`src/rtl/mem_bank_arbiter.sv`:
```
// mem_bank_arbiter: round-robin sequencer sharing one synchronous memory bank
// between NUM_REQ requesters. One access at a time: IDLE -> ISSUE -> WAIT -> DONE.
//
// Ports:
//   clock, reset            clock (posedge) and asynchronous active-low reset
//   req/req_we              per-requester request level and write select
//   req_addr/req_wdata      flattened per-requester address / write data
//   req_ack/req_err         one-hot completion pulse, err qualifies a timeout
//   req_rdata               read data of the last successful read
//   grant_id/busy           current/last winner index, FSM not idle
//   mem_rd/mem_wr           one-cycle bank strobes
//   mem_addr/mem_wdata      bank address / write data, held from ISSUE on
//   mem_rdata/mem_ready     bank read data and data-ready
module mem_bank_arbiter #(
  parameter int unsigned NUM_REQ    = 4,
  parameter int unsigned WORD_SIZE  = 32,
  parameter int unsigned ADDR_WIDTH = 8,
  parameter int unsigned TIMEOUT    = 15
) (
  input  logic                            clock,
  input  logic                            reset,
  input  logic [NUM_REQ-1:0]              req,
  input  logic [NUM_REQ-1:0]              req_we,
  input  logic [NUM_REQ*ADDR_WIDTH-1:0]   req_addr,
  input  logic [NUM_REQ*WORD_SIZE-1:0]    req_wdata,
  output logic [NUM_REQ-1:0]              req_ack,
  output logic                            req_err,
  output logic [WORD_SIZE-1:0]            req_rdata,
  output logic [$clog2(NUM_REQ)-1:0]      grant_id,
  output logic                            busy,
  output logic                            mem_rd,
  output logic                            mem_wr,
  output logic [ADDR_WIDTH-1:0]           mem_addr,
  output logic [WORD_SIZE-1:0]            mem_wdata,
  input  logic [WORD_SIZE-1:0]            mem_rdata,
  input  logic                            mem_ready
);

  localparam int unsigned GW = $clog2(NUM_REQ);
  localparam int unsigned CW = $clog2(TIMEOUT + 1);

  typedef enum logic [1:0] {
    IDLE  = 2'd0,
    ISSUE = 2'd1,
    WAIT  = 2'd2,
    DONE  = 2'd3
  } state_e;

  state_e                state_q, state_d;
  logic [GW-1:0]         grant_q, grant_d;
  logic [GW-1:0]         last_q, last_d;
  logic                  we_q, we_d;
  logic [ADDR_WIDTH-1:0] addr_q, addr_d;
  logic [WORD_SIZE-1:0]  wdata_q, wdata_d;
  logic                  rd_q, rd_d;
  logic                  wr_q, wr_d;
  logic [CW-1:0]         cnt_q, cnt_d;
  logic [NUM_REQ-1:0]    ack_q, ack_d;
  logic                  err_q, err_d;
  logic [WORD_SIZE-1:0]  rdata_q, rdata_d;
  logic                  busy_q, busy_d;

  // Unflatten per-requester address and write data
  logic [ADDR_WIDTH-1:0] addr_arr  [NUM_REQ];
  logic [WORD_SIZE-1:0]  wdata_arr [NUM_REQ];

  for (genvar g = 0; g < NUM_REQ; g++) begin : g_unpack
    assign addr_arr[g]  = req_addr[g*ADDR_WIDTH +: ADDR_WIDTH];
    assign wdata_arr[g] = req_wdata[g*WORD_SIZE +: WORD_SIZE];
  end

  // Round-robin search: first set request starting just after the last winner
  logic          win_vld;
  logic [GW-1:0] win_idx;
  logic [GW-1:0] cand;

  always_comb begin
    win_vld = 1'b0;
    win_idx = '0;
    cand    = '0;
    for (int unsigned off = 1; off <= NUM_REQ; off++) begin
      cand = GW'((32'(last_q) + off) % NUM_REQ);
      if (!win_vld && req[cand]) begin
        win_vld = 1'b1;
        win_idx = cand;
      end
    end
  end

  // Next-state and registered-output logic
  always_comb begin
    state_d = state_q;
    grant_d = grant_q;
    last_d  = last_q;
    we_d    = we_q;
    addr_d  = addr_q;
    wdata_d = wdata_q;
    rd_d    = 1'b0;
    wr_d    = 1'b0;
    cnt_d   = cnt_q;
    ack_d   = '0;
    err_d   = 1'b0;
    rdata_d = rdata_q;

    case (state_q)
      IDLE: begin
        if (win_vld) begin
          grant_d = win_idx;
          we_d    = req_we[win_idx];
          addr_d  = addr_arr[win_idx];
          wdata_d = wdata_arr[win_idx];
          rd_d    = ~req_we[win_idx];
          wr_d    = req_we[win_idx];
          state_d = ISSUE;
        end
      end
      ISSUE: begin
        cnt_d   = '0;
        state_d = WAIT;
      end
      WAIT: begin
        // mem_ready takes priority over a timeout on the same edge
        if (mem_ready) begin
          if (!we_q) begin
            rdata_d = mem_rdata;
          end
          ack_d[grant_q] = 1'b1;
          state_d        = DONE;
        end else begin
          cnt_d = cnt_q + CW'(1);
          if (cnt_d == CW'(TIMEOUT)) begin
            ack_d[grant_q] = 1'b1;
            err_d          = 1'b1;
            state_d        = DONE;
          end
        end
      end
      DONE: begin
        last_d  = grant_q;
        state_d = IDLE;
      end
      default: state_d = IDLE;
    endcase

    busy_d = (state_d != IDLE);
  end

  // State and output registers
  always_ff @(posedge clock or negedge reset) begin
    if (!reset) begin
      state_q <= IDLE;
      grant_q <= '0;
      last_q  <= GW'(NUM_REQ - 1);
      we_q    <= 1'b0;
      addr_q  <= '0;
      wdata_q <= '0;
      rd_q    <= 1'b0;
      wr_q    <= 1'b0;
      cnt_q   <= '0;
      ack_q   <= '0;
      err_q   <= 1'b0;
      rdata_q <= '0;
      busy_q  <= 1'b0;
    end else begin
      state_q <= state_d;
      grant_q <= grant_d;
      last_q  <= last_d;
      we_q    <= we_d;
      addr_q  <= addr_d;
      wdata_q <= wdata_d;
      rd_q    <= rd_d;
      wr_q    <= wr_d;
      cnt_q   <= cnt_d;
      ack_q   <= ack_d;
      err_q   <= err_d;
      rdata_q <= rdata_d;
      busy_q  <= busy_d;
    end
  end

  assign req_ack   = ack_q;
  assign req_err   = err_q;
  assign req_rdata = rdata_q;
  assign grant_id  = grant_q;
  assign busy      = busy_q;
  assign mem_rd    = rd_q;
  assign mem_wr    = wr_q;
  assign mem_addr  = addr_q;
  assign mem_wdata = wdata_q;

endmodule
```
`config.mk`:
```
export PLATFORM = sky130hd
export DESIGN_NAME = mem_bank_arbiter
export DESIGN_NICKNAME = d
export VERILOG_FILES = /design/src/rtl/mem_bank_arbiter.sv
export SDC_FILE = /design/constraint.sdc
export NUM_CORES = 1
export LEC_CHECK = 0
export CORE_ASPECT_RATIO = 1.5
export CORE_MARGIN = 2
export CORE_UTILIZATION = 39
export DETAILED_ROUTE_END_ITERATION = 8
export PLACE_DENSITY = 0.82
export SYNTH_ARGS = -nofsm -noshare
export SYNTH_HDL_FRONTEND = slang
export SYNTH_SLANG_ARGS = --single-unit
```
`constraint.sdc`:
```
create_clock -name clock -period 2.95 [get_ports clock]
set_clock_uncertainty 0.1 [all_clocks]
set_input_delay 0.295 -clock clock [delete_from_list [all_inputs] [get_ports clock]]
set_output_delay 0.295 -clock clock [all_outputs]
set_load 0.02 [all_outputs]
```
=== Yosys cells after proc, flatten, opt, wreduce, memory -nomap -nowiden ===
Index checks and enable logic that the tools add are counted.

* Input bits: 203
* Output and inout port bits: 82
* Word-level logic and storage cells: 89
* Flip-flop bits (word level): 91

* Multiplexer cells: 42
* Bitwise operators: 3
* Magnitude comparators: 8
* Reduce and logical (&&, ||, !) cells: 13
* $add $sub $neg: 5
* Equal/unequal tests: 5

{| class="wikitable"
|+ Operators by type and width
! cell !! number
|-
| 32-bit binary-select mux with 2-bit select || 1
|-
| 32-bit two-way mux || 2
|-
| 2-bit by 3-bit less-than comparator with 1-bit output (second input constant) || 6
|-
| 1-bit two-way mux || 17
|-
| 8-bit binary-select mux with 2-bit select || 1
|-
| 4-bit two-way mux || 4
|-
| 8-bit two-way mux || 2
|-
| 2-bit two-way mux || 7
|-
| 1-bit binary-select mux with 2-bit select || 5
|-
| 2-bit case mux with 4 select lines || 1
|-
| 4-bit case mux with 2 select lines || 1
|-
| 2-bit by 1-bit adder with 2-bit output (second input constant) || 2
|-
| 2-bit adder (second input constant) || 2
|-
| 4-bit by 1-bit adder with 4-bit output (second input constant) || 1
|-
| 2-bit equality test (second input constant) || 2
|-
| 4-bit equality test (second input constant) || 1
|-
| 1-bit logical AND || 4
|-
| 2-bit AND reduction || 2
|-
| 2-bit nonzero test || 2
|-
| 3-bit greater-or-equal comparator (second input constant) || 1
|-
| 1-bit logical NOT || 3
|-
| 2-bit NOT with 3-bit output || 1
|-
| 3-bit AND reduction || 1
|-
| 1-bit demux with 2-bit select || 1
|-
| 5 further kinds || 6
|}

=== Longest topological paths before layout ===
* Word-level depth: 18
* Gate-level depth with buffers: 6
* Mapped depth without buffers: 5

=== Least setup slack after synthesis ===
Ideal clock, no wire load.

* Path type: register -> register
* Start point: register last_q[0]
* End point: register wdata_q[22], in the netlist mem_wdata[22]
* Cell stages (with the launch flop): 7
* Path buffers: 1
* Setup time: 0.126 ns
* Slack: 0.775 ns
* Clock period less this slack: 2.175 ns
* Arrival time: 1.949 ns
* Required time: 2.724 ns
* Path through: dfstp_2 > nor2b_1 > o21a_2 > nor3_4 > buf_6 > mux2_1 > a221o_1

* Cells in the longest elaborated chain, start to end: 17
* Elaborated cells between the ends (all ways): 31
* Those cells by class: 4 x add/sub; 19 x mux; 1 x bitwise; 7 x reduce/logical

{| class="wikitable"
|+ Ends and longest elaborated chain
! element !! RTL line !! source
|-
| from (decl) || 51 || <nowiki>logic [GW-1:0] last_q, last_d;</nowiki>
|-
| from (signal assigned) || 153 || <nowiki>last_q <= GW'(NUM_REQ - 1);</nowiki>
|-
| from (signal assigned) || 167 || <nowiki>last_q <= last_d;</nowiki>
|-
| 2-bit by 1-bit adder with 2-bit output || 82 || <nowiki>cand = GW'((32'(last_q) + off) % NUM_REQ);</nowiki>
|-
| 1-bit binary-select mux with 2-bit select || 83 || <nowiki>if (!win_vld && req[cand]) begin</nowiki>
|-
| 1-bit two-way mux (not written as such) || 83 ||
|-
| 1-bit two-way mux || 83 ||
|-
| 1-bit logical NOT || 83 ||
|-
| 1-bit logical AND || 83 ||
|-
| 1-bit two-way mux || 83 ||
|-
| 1-bit logical NOT || 83 ||
|-
| 1-bit logical AND || 83 ||
|-
| 1-bit two-way mux || 83 ||
|-
| 1-bit logical NOT || 83 ||
|-
| 1-bit logical AND || 83 ||
|-
| 2-bit two-way mux || 83 ||
|-
| 2-bit NOT with 3-bit output (not written as such) || 111 || <nowiki>wdata_d = wdata_arr[win_idx];</nowiki>
|-
| 32-bit binary-select mux with 2-bit select || 111 ||
|-
| 32-bit two-way mux (not written as such) (2 in series) || 111 ||
|-
| to (signal assigned) || 170 || <nowiki>wdata_q <= wdata_d;</nowiki>
|-
| to (decl) || 54 || <nowiki>logic [WORD_SIZE-1:0] wdata_q, wdata_d;</nowiki>
|}

Several ways; a longest one is shown, not always the timed one. The select of a mux whose other input is x is not followed.
A chain may end at the register's enable or synchronous reset.

=== Worst setup path after layout ===
* Start point: input port req[3]
* End point: register wdata_q[7], in the netlist mem_wdata[7]

* Cells in the longest elaborated chain, start to end: 16
* Elaborated cells between the ends (all ways): 27
* Those cells by class: 19 x mux; 1 x bitwise; 7 x reduce/logical

{| class="wikitable"
|+ Ends and longest elaborated chain
! element !! RTL line !! source
|-
| from (decl) || 22 || <nowiki>input logic [NUM_REQ-1:0] req,</nowiki>
|-
| 1-bit binary-select mux with 2-bit select || 83 ||
|-
| 1-bit two-way mux (not written as such) || 83 ||
|-
| 1-bit two-way mux || 83 ||
|-
| 1-bit logical NOT || 83 ||
|-
| 1-bit logical AND || 83 ||
|-
| 1-bit two-way mux || 83 ||
|-
| 1-bit logical NOT || 83 ||
|-
| 1-bit logical AND || 83 ||
|-
| 1-bit two-way mux || 83 ||
|-
| 1-bit logical NOT || 83 ||
|-
| 1-bit logical AND || 83 ||
|-
| 2-bit two-way mux || 83 ||
|-
| 2-bit NOT with 3-bit output (not written as such) || 111 ||
|-
| 32-bit binary-select mux with 2-bit select || 111 ||
|-
| 32-bit two-way mux (not written as such) (2 in series) || 111 ||
|}

Several ways; a longest one is shown, not always the timed one. The select of a mux whose other input is x is not followed.

==> results.tsv <==
stage	metric	value	unit
timing	fmax	411	MHz
logic_synthesis	synth_area	4940	um2
logic_synthesis	syn_inst	444	
die	initial_core_util	39.6	%
pwr	power_density	943	nW/um2
hold_path	hp-class	reg2reg	
logic_synthesis	yosysUniqueCellTypes	41	
critical_path	reg2reg_to	mem_wdata[7]	
die	fp.dieArea	13600	um2
clock_tree	clk_latency	0.33	ns
routing	first_iter_violations	218	
clock_tree	cts_tree	built	
pwr	ir_worst_vdd	0.420	mV
hold_path	worstHoldStart	req_rdata[5]	
global_routing	grt_pass1_vias	5231	
logic_synthesis	synth_edf_count	0	
routing	ant_nets	0	
placed_design	gpl.final_weighted_congestion	0.919	
critical_path	crit_arrival	2.61	ns
pwr	intPower	4790	uW
pwr	p_leak	0.00332	uW
routing	postRouteWirelength	17900	um
timing	rsz0062_at_grt	false	
cells_and_area	seq_area	2280	um2
timing	hold_slack	0.403	ns
global_routing	antenna_found_initial	0	
critical_path	reg2regPathDepth	5	
clock_tree	htreeDepth	3	
placed_design	placed_cells	854	
timing	period_share	82.4	%
die	ios	285	
logic_synthesis	synth_area_leaders	dfrtp_1, mux2_1, a221o_1, mux2_2, o31ai_1	
global_routing	overflow	0	
logic_synthesis	yosysMostFrequentCell	dfrtp_1	
cells_and_area	syn2layout_area_growth	68.6	%
clock_tree	cts_sinks	91	
pwr	sw_frac_of_total	38.9	%
pwr	switchingPower	3060	uW
logic_synthesis	synth_ff_type	dfrtp_1	
routing	avgViaCountPerCell	5.93	
cells_and_area	diodes	0	
clock_tree	ctsResizeCount	0	
die	die_h	142	um
clock_tree	cts-root-buf	clkbuf_16	
clock_tree	clockBufferDepth	2	
flow_run	cap_violations	0	
clock_tree	numCtsBuffers	9	
hold_path	hold_depth	1	
placed_design	placed_cell_area	7990	um2
pwr	p_comb_share	55.3	%
clock_tree	clkSlewWorstSetupHoldPaths	0.06	ns
logic_synthesis	avgSynthCellArea	11.1	um2
logic_synthesis	ys.warnings.count	0	
routing	drt-wirelength-per-cell	20.6	um
pwr	p_clk_share	16.0	%
logic_synthesis	synth.largest_area_cell	dfrtp_1	
critical_path	crit_fanout	40	
hold_path	min_to	req_rdata[5]	
logic_synthesis	synth.ff_latch_count	91	
die	die_w	95.9	um
routing	drc_errors	0	
placed_design	port_buffers	284	
timing	slew_violations	0	
logic_synthesis	async_flop_share	100	%
timing	tightest_slew	1.08	ns
logic_synthesis	ys_seq_area_share	46.2	%
die	rows	50	
logic_synthesis	synth_top_area_share	45.1	%
pwr	p_seq_share	28.6	%
timing	finalHoldViolations	0	
critical_path	required	3.13	ns
timing	timing.setup.tns	0	ns
critical_path	setup.worst_path.start_class	input port	
logic_synthesis	synth_common_cells	dfrtp_1, a21oi_1, nand4_1, a221o_1, o31ai_1	
critical_path	worstSetupPathType	in2reg	
cells_and_area	post-route-util	66.8	%
global_routing	grt_pass1_wl	26700	um
outcome	outcome	complete, no violations	
placed_design	dpl.hpwl	13300	um
critical_path	r2r-start	last_q[0]	
timing	setup_violations	0	
cells_and_area	fill_cells	946	
global_routing	grt_util_all_layers	25.4	%
timing	period_minus_slack	2.43	ns
cells_and_area	multi_input_area	2490	um2
cells_and_area	postLayoutCellArea	8320	um2
critical_path	r2r_slack	0.60	ns
logic_synthesis	syn_nets	649	
cells_and_area	drive_gt1_share	11.1	%
cells_and_area	nets	915	
timing	max-slew-margin-rel	27.6	%
global_routing	grt_max_degree	49	
die	core	12400	um2
routing	num_vias	5163	
cells_and_area	stdcell_count	870	
routing	first_pass_iters	5	
critical_path	worstSetupEndpointType	flip-flop	
-- logic make-up (layout without fill, tap and decap cells) --
| group | count (synthesis) | after routing | share of synthesized area, % |
|---|---|---|---|
| compound gates | 147 | 147 | 21.9 |
| fa+ha+maj | 2 | 2 | 0.507 |
| xor+xnor | 1 | 1 | 0.177 |
| flops | 91 | 91 | 46.2 |
| mux | 76 | 76 | 17.3 |
| simple gates | 77 | 77 | 9.46 |
| buf+inv | 50 | 320 | 4.49 |
-- power groups by stage --
stage / clock [uW] / combinational, uW / sequential (uW)
floorplan: 0 / 1810 / 2820
global placement: 0 / 4240 / 2220
detailed placement: 0 / 4350 / 2260
CTS: 1290 / 4360 / 2250
global route: 1340 / 4610 / 2320
finish: 1260 / 4340 / 2250
-- area by class of cell --
type	instances	share of cell area, %
clock inverters	5	1.02
repair buffers	300	36.2
inverters	5	0.226
clock buffers	10	2.87
multi-input cells	303	29.9
well taps	156	2.35
flip-flops and latches	91	27.4
-- worst max-delay path by stage --
stage | from | end | slack [ns] | cells after the start
after floorplan | last_q[0] | mem_wdata[22] | 0.77 | 6
after global placement | req[3] | mem_wdata[2] | 0.26 | 7
after detailed placement | req[3] | mem_wdata[2] | 0.19 | 7
after CTS | req[3] | mem_wdata[2] | 0.55 | 7
after global routing | req[3] | mem_wdata[7] | 0.48 | 6
final | req[3] | mem_wdata[7] | 0.52 | 6
-- timing repair --
| action | CTS | global route |
|---|---|---|
| hold buffers | 1 | 0 |
| hold endpoints to repair | 45 | 0 |
| setup buffers | 0 | 0 |
-- cells in the final DEF, fill, tap and decap left out, types with 3 or more instances in the layout --
master	netlist	routed
a21oi_1	45	45
a221o_1	40	40
buf_12	0	4
buf_4	0	12
clkbuf_16	0	9
clkdlybuf4s50_1	0	283
dfrtp_1	89	89
inv_1	5	5
mux2_1	39	39
mux2_2	35	35
nand2_1	9	9
nand2b_1	4	4
nand4_1	41	41
nor2_1	4	4
nor2b_1	3	3
nor3_1	6	5
nor3_4	1	3
nor3b_1	3	3
o21ai_0	7	7
o31ai_1	40	40
-- registers in the layout, summed over array words and instances, names as in the netlist --
register / flops
busy: 1
cnt_q: 4
grant_id: 2
last_q: 2
mem_addr: 8
mem_rd: 1
mem_wdata: 32
mem_wr: 1
req_ack: 4
req_err: 1
req_rdata: 32
state_q: 2
we_q: 1
-- metal layers --
layer	up-vias	wire (um)	GRT usage [%]
li1	2298	-	-
met1	2491	6250	27.9
met2	315	9450	45.5
met3	59	1500	6.11
met4	0	718	11.5
met5	-	0	0
-- worst max-delay path: stages --
cell and delay, ns:
clkdlybuf4s50_1 0.53, nor2b_1 0.24, o21ai_4 0.86, nand4_1 0.32, a21oi_1 0.22, a221o_1 0.13
-- stage by stage --
step	power (uW)	setup slack, ns
global placement	6460	0.262
finish	7850	0.518
floorplan	4640	0.775
CTS	7900	0.549
detailed placement	6610	0.188
global route	8260	0.476
(Power assumes the default switching activity.)
